$ cat config.mk
export PLATFORM = sky130hd
export DESIGN_NAME = reg_write_decoder_sb
export DESIGN_NICKNAME = d
export VERILOG_FILES = /design/src/rtl/reg_file_pkg.sv /design/src/rtl/onehot_decoder.sv /design/src/rtl/reg_write_decoder_sb.sv
export SDC_FILE = /design/constraint.sdc
export NUM_CORES = 1
export LEC_CHECK = 0
export CAP_MARGIN = 5
export CORE_MARGIN = 3
export CORE_UTILIZATION = 47
export DETAILED_ROUTE_END_ITERATION = 10
export PLACE_DENSITY = 0.8
export SLEW_MARGIN = 20
export SYNTH_ARGS = -nofsm -noshare
export SYNTH_HDL_FRONTEND = slang
export SYNTH_HIERARCHICAL = 1
export SYNTH_SLANG_ARGS = --single-unit
export TNS_END_PERCENT = 30
$ cat constraint.sdc
create_clock -name clk -period 2.3 [get_ports clk]
set_clock_uncertainty 0.1 [all_clocks]
set_input_delay 0.345 -clock clk [delete_from_list [all_inputs] [get_ports clk]]
set_output_delay 0.345 -clock clk [all_outputs]
set_load 0.005 [all_outputs]
$ cat src/rtl/reg_file_pkg.sv
// rtl/reg_file_pkg.sv - shared register-file sizing and architectural register indices
// Purpose: default address width / register count for the ARM register file,
//          plus the architectural indices of PC and LR.
// Ports:   none (package).
package reg_file_pkg;

    localparam int RF_ADDR_W   = 4;
    localparam int RF_NUM_REGS = 16;

    localparam int RF_PC_IDX = 15;
    localparam int RF_LR_IDX = 14;

    typedef struct packed {
        logic valid;
        logic error;
    } wb_status_t;

endpackage

$ cat src/rtl/onehot_decoder.sv
// rtl/onehot_decoder.sv - combinational enable+address to one-hot decoder with range check
// Purpose: turns an enabled register address into a one-hot vector and flags
//          addresses outside the implemented register range.
// Ports:   en_i (enable), addr_i (address), onehot_o (one-hot, zero when disabled
//          or out of range), out_of_range_o (enabled and address >= NUM_REGS).
module onehot_decoder #(
    parameter int ADDR_W   = 4,
    parameter int NUM_REGS = 16
) (
    input  logic              en_i,
    input  logic [ADDR_W-1:0] addr_i,
    output logic [NUM_REGS-1:0] onehot_o,
    output logic              out_of_range_o
);

    // One extra bit so NUM_REGS == 2**ADDR_W is representable and the compare
    // stays unsigned without truncating into the legal range.
    localparam int AW1 = ADDR_W + 1;
    localparam logic [ADDR_W:0] LIMIT = AW1'(NUM_REGS);

    logic [ADDR_W:0] addr_ext;
    assign addr_ext = {1'b0, addr_i};

    always_comb begin
        onehot_o = '0;
        for (int i = 0; i < NUM_REGS; i++) begin
            onehot_o[i] = en_i && (addr_ext == AW1'(i));
        end
    end

    assign out_of_range_o = en_i && (addr_ext >= LIMIT);

endmodule

$ cat src/rtl/reg_write_decoder_sb.sv
// rtl/reg_write_decoder_sb.sv - write-port decoder with pending-write scoreboard
// Purpose: decodes writeback address to a one-hot write enable (registered when
//          PIPE=1), tracks issued-but-not-written destinations, reports RAW
//          hazards on two source ports and stalls WAW / illegal issues.
// Ports:   clk, reset (sync, active-high);
//          issue_valid/issue_addr -> issue_stall;
//          wb_valid/wb_addr -> we_onehot, addr_err;
//          flush (drop all reservations);
//          src_a_addr/src_b_addr -> hazard_a/hazard_b;
//          pending (scoreboard state).
module reg_write_decoder_sb
    import reg_file_pkg::*;
#(
    parameter int ADDR_W   = RF_ADDR_W,
    parameter int NUM_REGS = RF_NUM_REGS,
    parameter int PIPE     = 1
) (
    input  logic                clk,
    input  logic                reset,
    input  logic                issue_valid,
    input  logic [ADDR_W-1:0]   issue_addr,
    output logic                issue_stall,
    input  logic                wb_valid,
    input  logic [ADDR_W-1:0]   wb_addr,
    output logic [NUM_REGS-1:0] we_onehot,
    output logic                addr_err,
    input  logic                flush,
    input  logic [ADDR_W-1:0]   src_a_addr,
    input  logic [ADDR_W-1:0]   src_b_addr,
    output logic                hazard_a,
    output logic                hazard_b,
    output logic [NUM_REGS-1:0] pending
);

    logic [NUM_REGS-1:0] pending_q, pending_d;

    logic [NUM_REGS-1:0] wb_oh, iss_oh, src_a_oh, src_b_oh;
    logic                wb_oor, iss_oor, src_a_oor, src_b_oor;
    logic                issue_accept;

    onehot_decoder #(.ADDR_W(ADDR_W), .NUM_REGS(NUM_REGS)) u_dec_wb (
        .en_i(wb_valid), .addr_i(wb_addr), .onehot_o(wb_oh), .out_of_range_o(wb_oor)
    );

    onehot_decoder #(.ADDR_W(ADDR_W), .NUM_REGS(NUM_REGS)) u_dec_issue (
        .en_i(issue_valid), .addr_i(issue_addr), .onehot_o(iss_oh), .out_of_range_o(iss_oor)
    );

    onehot_decoder #(.ADDR_W(ADDR_W), .NUM_REGS(NUM_REGS)) u_dec_src_a (
        .en_i(1'b1), .addr_i(src_a_addr), .onehot_o(src_a_oh), .out_of_range_o(src_a_oor)
    );

    onehot_decoder #(.ADDR_W(ADDR_W), .NUM_REGS(NUM_REGS)) u_dec_src_b (
        .en_i(1'b1), .addr_i(src_b_addr), .onehot_o(src_b_oh), .out_of_range_o(src_b_oor)
    );

    // Stall looks only at registered state: a same-cycle writeback does not
    // free the register for an issue in that same cycle.
    assign issue_stall  = issue_valid && (iss_oor || (|(iss_oh & pending_q)));
    assign issue_accept = issue_valid && !issue_stall && !flush;

    // A new reservation wins over a same-cycle writeback of that register
    // (that writeback belongs to an older, unreserved producer).
    always_comb begin
        pending_d = (pending_q & ~wb_oh) | (issue_accept ? iss_oh : '0);
        if (flush) begin
            pending_d = '0;
        end
    end

    always_ff @(posedge clk) begin
        if (reset) begin
            pending_q <= '0;
        end else begin
            pending_q <= pending_d;
        end
    end

    assign pending  = pending_q;
    assign hazard_a = !src_a_oor && (|(pending_q & src_a_oh));
    assign hazard_b = !src_b_oor && (|(pending_q & src_b_oh));

    generate
        if (PIPE != 0) begin : g_pipe
            logic [NUM_REGS-1:0] we_q;
            logic                err_q;

            // Reset also squashes a writeback presented in the reset cycle.
            always_ff @(posedge clk) begin
                if (reset) begin
                    we_q  <= '0;
                    err_q <= 1'b0;
                end else begin
                    we_q  <= wb_oh;
                    err_q <= wb_oor;
                end
            end

            assign we_onehot = we_q;
            assign addr_err  = err_q;
        end else begin : g_comb
            assign we_onehot = wb_oh;
            assign addr_err  = wb_oor;
        end
    endgenerate

endmodule

==> run_results.csv <==
group,metric,value,unit
clock_network,cts_tree,"done",
worst_setup_path,arrival,1800,ps
power_and_ir_drop,ir_drop,0.000634,V
yosys,ys_ff_latch,33,
final_layout,seq_area,661,sq um
global_route,antenna_found_initial,0,
floorplanning,die_h,70.1,um
global_route,grt_max_degree,33,
floorplanning,start_util,50.8,%
timing,period_share,97.8,%
yosys,synth-edff-count,0,
floorplanning,core-area,0.00380,sq mm
floorplanning,rows,22,
worst_setup_path,worstSetupStartpointType,"input port",
final_layout,finish.utilization,80.0,%
yosys,seq_area_frac_synth,34.2,%
final_layout,multi_input_area,0.00134,sq mm
final_layout,num-fill-cells,250,
floorplanning,ios,57,
drt,drt_pass1_iterations,6,
global_route,met3_usage,5.47,%
clock_network,cts_max_level,2,
yosys,synth.distinct_cells,29,
drt,drc,0,
drt,num_vias,2229,
final_layout,area_delta_synth_final,57.4,%
timing,drv_slew,0,
timing,setup_violations,0,
global_route,grt_busiest_layer,"met2",
power_and_ir_drop,p_per_area,464,mW/mm^2
yosys,netlist_area,0.00193,sq mm
drt,drt_iter0_drc,172,
timing,hold_violations,0,
floorplanning,dieArea,0.00491,sq mm
worst_setup_path,end_kind,"output port",
drt,wl_per_cell,16.3,um
timing,fin_hold_ws,468,ps
clock_network,clk_pin_slew,70,ps
clock_network,cts_hold_buf,0,
worst_setup_path,crit_type,"input port to output port",
clock_network,clkLatencyLatePin,280,ps
drt,via_per_inst,5.77,
floorplanning,die_x,70.1,um
worst_hold_path,hp-class,"flop to flop",
drt,routed_wl,6280,um
final_layout,n_antenna_cell,0,
status,status,"finished, final reports clean",
timing,setup_tns,0,ps
global_route,grt.total_usage,25.3,%
placed_design,port_buffers,56,
final_layout,final_common_cell,"nor2_1",
clock_network,cts_made_buffers,5,
yosys,syn_inst,242,
global_route,grt_use_met1,31.8,%
job,cap_violations,0,
placed_design,post-dp-hpwl,4260,um
final_layout,final_cell_mix,"46 x nor2_1, 40 x clkdlybuf4s50_1, 37 x buf_4",
drt,ant_nets,0,
power_and_ir_drop,total_power,0.00141,W
timing,fmax,0.445,GHz
clock_network,cts_sinks,33,
power_and_ir_drop,p_leak,1.16,nW
yosys,synth_area_per_cell,7.98,sq um
global_route,grt_first_pass_wirelength,10100,um
clock_network,clock_path_buffers,2,
worst_setup_path,path_max_fanout,4,
clock_network,cts-root-buf,"clkbuf_8",
global_route,grt_pass1_vias,2101,
final_layout,drive_gt1_share,26.0,%
final_layout,layout.nets,358,
timing,rsz0062_at_grt,"yes",
yosys,postSynth.asyncResetShare,0,%
global_route,grtUsageMet2,44.3,%
yosys,yosysWarnings,6,
yosys,ys.flop_type,"dfxtp_1",
global_route,grt.overflow.total,0,
timing,fin_crit,2250,ps
placed_design,place_congestion,0.892,
worst_setup_path,required,1860,ps
## worst max-delay path, cell delays in order
cell	delay [ps]
dlygate4sd2_1	260
or3b_4	430
nor2_1	130
a22o_1	190
a221oi_2	40
a31oi_1	160
dlygate4sd2_1	250
## synth_stat cells, types with 3 or more instances
| cell type | n | area share [%] |
|---|---|---|
| or3b_4 | 4 | 2.3 |
| nand3_1 | 4 | 1.0 |
| conb_1 | 5 | 0.97 |
| nand3b_1 | 24 | 9.3 |
| nand2b_1 | 8 | 2.6 |
| a221oi_1 | 6 | 2.7 |
| nor2_1 | 49 | 9.5 |
| nor3_2 | 4 | 2.1 |
| o21ai_2 | 10 | 4.5 |
| nand4_1 | 16 | 5.2 |
| nor2b_1 | 17 | 5.5 |
| and3_1 | 3 | 0.97 |
| dfxtp_1 | 33 | 34 |
| a22o_1 | 5 | 2.3 |
| a22oi_1 | 10 | 3.9 |
| nor3_1 | 12 | 3.1 |
| clkbuf_1 | 5 | 0.97 |
| o21ai_0 | 6 | 1.6 |
| buf_4 | 6 | 2.3 |
| nand2_1 | 4 | 0.78 |
| a31oi_1 | 3 | 0.97 |
## layer usage
| metal | vias to the layer above | part of all wire (%) |
|---|---|---|
| li1 | 1063 | - |
| met2 | 119 | 50 |
| met5 | - | 0 |
| met3 | 6 | 8.3 |
| met4 | 0 | 0.91 |
| met1 | 1041 | 41 |
## worst paths after layout
path            startpoint         end  slack [ps]  depth (start not counted)
max          src_b_addr[2]    hazard_b          50                          7
min             pending[3]  pending[3]         470                          2
max reg2reg     pending[4]  pending[2]         660                          6
min reg2reg     pending[3]  pending[3]         470                          2
## cell families (layout without fill, tap and decap cells)
logic type | after synthesis | after routing | share of synthesized area, %
AND/OR/NAND/NOR | 147 | 147 | 43.2
buffers and inverters | 14 | 103 | 4.34
other | 5 | 12 | 0.972
AO/OA/AOI/OAI | 43 | 43 | 17.2
flip-flops | 33 | 33 | 34.2
## power by group
| group | internal, W | switching [W] | total (W) |
|---|---|---|---|
| sequential | 0.000576 | 0.00000232 | 0.000578 |
| clock | 0.000430 | 0.000207 | 0.000637 |
| combinational | 0.0000901 | 0.000102 | 0.000193 |
| total | 0.00110 | 0.000312 | 0.00141 |
## area by class of cell
type / count / share of cell area (%)
timing repair buffer: 94 / 27.7
multi-input combinational: 202 / 44.0
tap: 48 / 1.98
clock buffer: 5 / 2.27
inverter: 1 / 0.124
sequential: 33 / 21.7
clock inverter: 3 / 2.14
## state kept, by name (all words and copies together), names as in the netlist
| name | flops |
|---|---|
| pending | 16 |
| addr_err | 1 |
| we_onehot | 16 |
## timing repair
action / CTS / global route
setup endpoints to repair: 3 / 3
gates cloned: 0 / 0
hold endpoints to repair: 0 / 0
resized for setup: 27 / 18
pin swaps: 9 / 6
setup buffers: 4 / 0
## metrics by stage
step                      cell area, sq um  setup slack (ps)  std cells
after floorplan                       1960               263        249
after global placement                2770              -458        374
after detailed placement              2770              -486        374
after CTS                             2970             -51.8        386
after global routing                  3040             -95.6        386
final                                 3040              51.2        386
(Power assumes the default switching activity.)
